===== src/rtl/prince_sbox_cms_compress.sv =====
// ---------------------------------------------------------------------------
// prince_sbox_cms_compress
//
// Purpose:
//   Takes the partial output shares from the PRINCE S-box CMS share functions
//   and applies a ring refresh with fresh randomness. The refreshed shares are
//   registered as a glitch barrier. A second register stage then XOR-folds
//   them down to NOUT output shares per S-box output bit. The two stages form
//   a valid/ready pipeline that feeds the PRINCE linear layer.
//
// Ports:
//   clk        in   rising-edge clock
//   rst_n      in   asynchronous active-low reset
//   in_valid   in   partial shares on in_sh are valid
//   in_ready   out  stage 1 can accept this cycle
//   in_sh      in   NB*NSH partial shares, bit b / share i at b*NSH+i
//   rnd_valid  in   refresh randomness on rnd is valid
//   rnd        in   NB*NSH refresh randomness, index b*NSH+i
//   out_valid  out  out_sh holds a compressed result
//   out_ready  in   consumer takes out_sh this cycle
//   out_sh     out  NB*NOUT compressed shares, bit b / share j at b*NOUT+j
// ---------------------------------------------------------------------------
module prince_sbox_cms_compress #(
    parameter int NB   = 4,
    parameter int NSH  = 8,
    parameter int NOUT = 2
) (
    input  logic                clk,
    input  logic                rst_n,
    input  logic                in_valid,
    output logic                in_ready,
    input  logic [NB*NSH-1:0]   in_sh,
    input  logic                rnd_valid,
    input  logic [NB*NSH-1:0]   rnd,
    output logic                out_valid,
    input  logic                out_ready,
    output logic [NB*NOUT-1:0]  out_sh
);

    // Number of refreshed shares folded into each output share.
    localparam int K = NSH / NOUT;

    logic                s1_valid;
    logic                s2_valid;
    logic [NB*NSH-1:0]   s1_sh;
    logic [NB*NOUT-1:0]  s2_sh;
    logic [NB*NSH-1:0]   refreshed;
    logic [NB*NOUT-1:0]  compressed;
    logic                fold;
    logic                acc;
    logic                s2_free;
    logic                move;

    // Handshake. Randomness is only consumed together with the shares, so a
    // missing rnd_valid simply stalls the producer. in_ready looks through to
    // out_ready so a full pipeline keeps streaming without a bubble.
    assign s2_free  = !s2_valid || out_ready;
    assign move     = s1_valid && s2_free;
    assign in_ready = !s1_valid || s2_free;
    assign acc      = in_valid && rnd_valid && in_ready;

    // Ring refresh: every random bit enters two neighbouring shares of the same
    // output bit, so the masks cancel in the XOR over all shares of that bit.
    always_comb begin
        refreshed = '0;
        for (int b = 0; b < NB; b++) begin
            for (int i = 0; i < NSH; i++) begin
                refreshed[b*NSH + i] = in_sh[b*NSH + i]
                                     ^ rnd[b*NSH + i]
                                     ^ rnd[b*NSH + ((i + NSH - 1) % NSH)];
            end
        end
    end

    // Compression reads only the registered stage-1 shares. Combinational
    // glitches from the share functions therefore cannot reach the fold.
    always_comb begin
        compressed = '0;
        fold       = 1'b0;
        for (int b = 0; b < NB; b++) begin
            for (int j = 0; j < NOUT; j++) begin
                fold = 1'b0;
                for (int k = 0; k < K; k++) begin
                    fold = fold ^ s1_sh[b*NSH + j*K + k];
                end
                compressed[b*NOUT + j] = fold;
            end
        end
    end

    // Stage 1 valid: a new acceptance always wins. Otherwise the valid drops
    // once its item moves into stage 2.
    always_ff @(posedge clk or negedge rst_n) begin
        if (!rst_n) begin
            s1_valid <= 1'b0;
        end else if (acc) begin
            s1_valid <= 1'b1;
        end else if (move) begin
            s1_valid <= 1'b0;
        end
    end

    // Stage 1 data loads only on acceptance. Held shares stay frozen while they
    // wait, and undriven inputs never enter the register.
    always_ff @(posedge clk or negedge rst_n) begin
        if (!rst_n) begin
            s1_sh <= '0;
        end else if (acc) begin
            s1_sh <= refreshed;
        end
    end

    // Stage 2 valid: a reload keeps it set. A consumed item with no
    // replacement clears it.
    always_ff @(posedge clk or negedge rst_n) begin
        if (!rst_n) begin
            s2_valid <= 1'b0;
        end else if (move) begin
            s2_valid <= 1'b1;
        end else if (out_ready) begin
            s2_valid <= 1'b0;
        end
    end

    // Stage 2 data loads only when stage 1 hands over an item. This keeps
    // out_sh stable under backpressure.
    always_ff @(posedge clk or negedge rst_n) begin
        if (!rst_n) begin
            s2_sh <= '0;
        end else if (move) begin
            s2_sh <= compressed;
        end
    end

    assign out_valid = s2_valid;
    assign out_sh    = s2_sh;

endmodule


===== config.mk =====
export PLATFORM = sky130hd
export DESIGN_NAME = prince_sbox_cms_compress
export DESIGN_NICKNAME = d
export VERILOG_FILES = /design/src/rtl/prince_sbox_cms_compress.sv
export SDC_FILE = /design/constraint.sdc
export NUM_CORES = 1
export LEC_CHECK = 0
export BUFFER_PORTS_ARGS = -buffer_cell sky130_fd_sc_hd__buf_2
export CORE_ASPECT_RATIO = 0.75
export CORE_MARGIN = 2
export CORE_UTILIZATION = 40
export CTS_CLUSTER_SIZE = 30
export DETAILED_ROUTE_END_ITERATION = 8
export PLACE_DENSITY = 0.8
export REMOVE_ABC_BUFFERS = 1
export SLEW_MARGIN = 20
export SYNTH_ARGS = -nofsm -noshare
export SYNTH_HDL_FRONTEND = slang
export SYNTH_SLANG_ARGS = --single-unit

===== constraint.sdc =====
create_clock -name clk -period 1.25 [get_ports clk]
set_input_delay 0.0625 -clock clk [delete_from_list [all_inputs] [get_ports clk]]
set_output_delay 0.0625 -clock clk [all_outputs]
set_load 0.01 [all_outputs]

# After elaboration in Yosys (flattened, before gate mapping)
# Index checks and enable logic that the tools add are counted.
dict set report word_totals {
  romBits 0
  latch_bits 0
  ramBits 0
  reg_bits 42
  word_cells 105
  n_memories 0
}
dict set report op_classes {
  add_sub_neg 0
  bitwise_logic 88
  mux 4
  n_div 0
  n_eq_ne 0
  multipliers 0
  order_cmp 0
  n_shift 0
  n_reduce_logical 9
}
# op n
set ops {}
lappend ops {{1-bit XOR} 88}
lappend ops {{1-bit 2-to-1 mux} 4}
lappend ops {{2-bit nonzero test} 2}
lappend ops {{1-bit logical AND} 3}
lappend ops {{1-bit zero test} 2}
lappend ops {{1-bit logical OR} 2}

# Depth between registers and ports, before layout
dict set report depth {
  depth_word 5
  depth_mapped 5
  depth_no_buf 3
}

# Worst setup path after synthesis
# OpenSTA, ideal clock, no wires.
dict set report synth_path {
  path_kind {register -> register}
  from {register s2_valid (netlist: out_valid)}
  to {register s1_sh[0]}
  path_stages_with_launch 6
  path_slack_ns -0.157
  required_time_ns 1.125
  t_arrival_ns 1.282
  period_less_slack_ns 1.407
  path_cell_list {dfrtp_1 -> nand3b_4 -> nor2b_1 -> buf_6 -> buf_6 -> mux2_4}
}
dict set report synth_via {
  elab_chain_len 4
}
# element line_no
set synth_rtl {}
lappend synth_rtl {{from (decl)} 44} ;# logic s2_valid;
lappend synth_rtl {{from (signal assigned)} 117} ;# s2_valid <= 1'b0;
lappend synth_rtl {{from (signal assigned)} 119} ;# s2_valid <= 1'b1;
lappend synth_rtl {{from (signal assigned)} 121} ;# s2_valid <= 1'b0;
lappend synth_rtl {{1-bit zero test} 57} ;# assign s2_free = !s2_valid || out_ready;
lappend synth_rtl {{1-bit logical OR} 57}
lappend synth_rtl {{1-bit logical OR} 59} ;# assign in_ready = !s1_valid || s2_free;
lappend synth_rtl {{via in_ready} 31} ;# output logic in_ready,
lappend synth_rtl {{1-bit logical AND} 60} ;# assign acc = in_valid && rnd_valid && in_ready;
lappend synth_rtl {{to (signal assigned)} 109} ;# s1_sh <= refreshed;
lappend synth_rtl {{to (decl)} 45} ;# logic [NB*NSH-1:0] s1_sh;
# The timed path passes the listed nets, and every way through them passes these cells.
# A chain may end at the register's enable or synchronous reset.

# Final worst setup path
dict set report layout_path {
  from {register s2_valid (netlist: out_valid)}
  to {register s1_sh[30]}
}
dict set report layout_via {
  elab_chain_len 4
}
# element line_no
set layout_rtl {}
lappend layout_rtl {{1-bit zero test} 57}
lappend layout_rtl {{1-bit logical OR} 57}
lappend layout_rtl {{1-bit logical OR} 59}
lappend layout_rtl {{1-bit logical AND} 60}
# No other way between the ends.

==> results.md <==
* Outcome: finished with violations
* Failing checks: negative setup slack
* CTS tree: yes
* Seq/Total Area, Yosys at 0.4238
* H-tree lvl count at 2
* Setup ws final at -0.1154 ns
* Post-route non-filler standard cell count at 355
* Avg WL per Cell at between 10 and 15 µm
* Power per cell area at 1520 nW/µm²
* Nets at about 350
* Num CTS Buffers at 5
* Fill count at 516
* Antenna Cells at 0
* Global-route wire length before repair at 7.458 mm
* Mapped Area at about 2500 µm²
* Startpoint Class: register
* Mapped Cells at 181
* Min Tclk post-route at 1.365 ns
* Final Wtd Congestion at 0.7057
* Clock slew at reported path FFs at ~0.080 ns
* Fin util at 0.5463
* Place WS at -0.09598 ns
* Post-route ant nets at 0
* Bufs on Longest Clock Path at 2
* Clk root buf: clkbuf_8
* Initial cell density of the core at 0.4192
* CP max FO at 5
* Placed cells at between 300 and 400
* First-pass DRT Iterations at 3
* Final worst-path cycle share at 1.092
* Worst Hold Class: in2reg
* Post-synth cell types at 10
* Area of the multi-input gates at around 1400 µm²
* Syn Area/Cell at 13.70 µm²
* Worst R2R Path Depth at 5
* Drt drc at 0
* Cells along the critical path: nand3b_4, nor2b_4, buf_4, clkbuf_16, mux2_4
* CP endpoint kind: register
* Post-DP HPWL at 3.581 mm
* First DRT Iteration DRCs at 13
* Largest stage delay, worst path at about 0.42 ns
* GR Overflow Total at 0
* P&R area growth vs syn at 30.32%
* Worst Setup Path Type: reg2reg
* Met2 Usage GRT at 0.2459
* Slew @ Worst Pin at 0.4661 ns
* Initial antenna violation count at 0
* DIE WIDTH at 94.92 µm
* P_leak at 1.481 nW
* Largest net degree at the start of global routing at 25
* Clock Latency Late Sink at a little under 0.3 ns
* RSZ-0062 raised after global routing: true
* Arrival time worst endpoint at around 1.5 ns
* Peak supply drop at 0.5068 mV
* Die Y at 72.19 µm
* Final slew viol count at 0
* Top-level port count at between 70 and 80
* WHS Path Cells at 3
* PortBufs at 78
* Hold slack final at approximately 0.055 ns
* Fmax at 732.4 MHz
* Grt met1 use at 0.1775
* Final Hold Viols at 0
* Die area at about 6900 µm²
* Final-report setup violation count at 32
* Synth Register Bits at 42
* Post-DR vias/cell at around 4.4
* Routed WL at 4.615 mm
* Relative slew slack at 0.6893
* GRT Total Usage at 0.1423
* Yosys warns at 0
* M3 GR Usage at 0.03115
* Via count at 1559
* GR peak layer: met2
* Vias in the first global route at between 1500 and 2000
* Power consumption at 4.912 mW
* Rows at 24
* Core ar. at 5916 µm²
* Max-cap violations at 0
* Crit path required time at between 1 and 1.5 ns
* Sequential Area at 1051 µm²
* CTS sink count at 42
* Skew final at 0.006563 ns
* Layout cells sized above 1 at 0.5126
* CP max stage cell: dfrtp_1
## synth_stat cells
library cell / number / area, µm²
buf_6: 4 / 45.04
nand2_1: 3 / 11.26
nor2b_1: 1 / 6.260
nand2b_1: 2 / 12.51
mux2_4: 30 / 450.4
dfrtp_1: 42 / 1051
mux2_2: 10 / 112.6
nand3b_4: 1 / 20.02
xnor2_1: 80 / 700.7
xor2_1: 8 / 70.07
## worst max-delay path, delay by kind of cell (launching register included)
kind,cells,cell delay [ns]
muxes,1,0.29
and+or+nand+nor,2,0.23
DFF,1,0.42
buffers and inverters,2,0.30
## placed cells by master (no fill, tap or decap), types with 2 or more instances in the layout
master,n
clkbuf_8,6
dfrtp_1,42
mux2_2,5
buf_4,4
buf_12,2
xnor2_1,80
xor2_1,8
mux2_4,35
nand2_1,2
buf_6,5
buf_2,78
## layout make-up
class                      instances  share of cell area
sequential                        42              0.3252
multi-input combinational        135              0.4410
clock buffer                       7             0.02671
tap                               78             0.03020
timing repair buffer              92              0.1754
clock inverter                     1            0.001549
## state kept, by name, indices dropped and copies added, names as in the netlist
name       count
out_sh         8
out_valid      1
s1_sh         32
s1_valid       1
## where the power goes
part           switching (mW)  total [mW]  internal (mW)
Combinational           0.680        1.95           1.27
Sequential              0.300        2.08           1.78
Clock                   0.437       0.883          0.445
## repair_timing
item	in CTS	in global routing
hold buffers	1	0
buffers inserted	1	2
setup endpoints to repair	32	40
pin swaps	1	1
resized for setup	1	13
endpoints found under the hold margin	18	0
gates cloned	0	2
## path summary, 6_finish.rpt
path | from | slack [ns] | to
max | out_valid | -0.12 | s1_sh[30]
min in group asynchronous | rst_n | 0.25 | s1_sh[9]
min reg2reg | out_sh[7] | 0.52 | out_sh[7]
max reg2reg | out_valid | -0.12 | s1_sh[30]
min | rnd_valid | 0.06 | s1_valid
max in group asynchronous | rst_n | 0.51 | out_sh[6]
## cells by family after synthesis
| group | Yosys count | synth area share |
|---|---|---|
| simple gates | 7 | 0.02018 |
| mux | 40 | 0.2270 |
| xor+xnor | 88 | 0.3108 |
| buf+inv | 4 | 0.01816 |
| flops | 42 | 0.4238 |
## metrics by stage
step / TNS [ns] / instance area (µm²)
floorplan: -65.20 / 2435
global placement: -1.290 / 3015
detailed placement: -2.501 / 3015
CTS: -2.867 / 3128
global route: -5.181 / 3232
finish: -3.311 / 3232
## metal layers
metal  wire length, µm  up-vias
li1                  -      774
met1              2069      726
met2              2231       55
met3               273        4
met4                42        0
met5                 0        -
No activity file was read; power rests on OpenSTA's default activity.
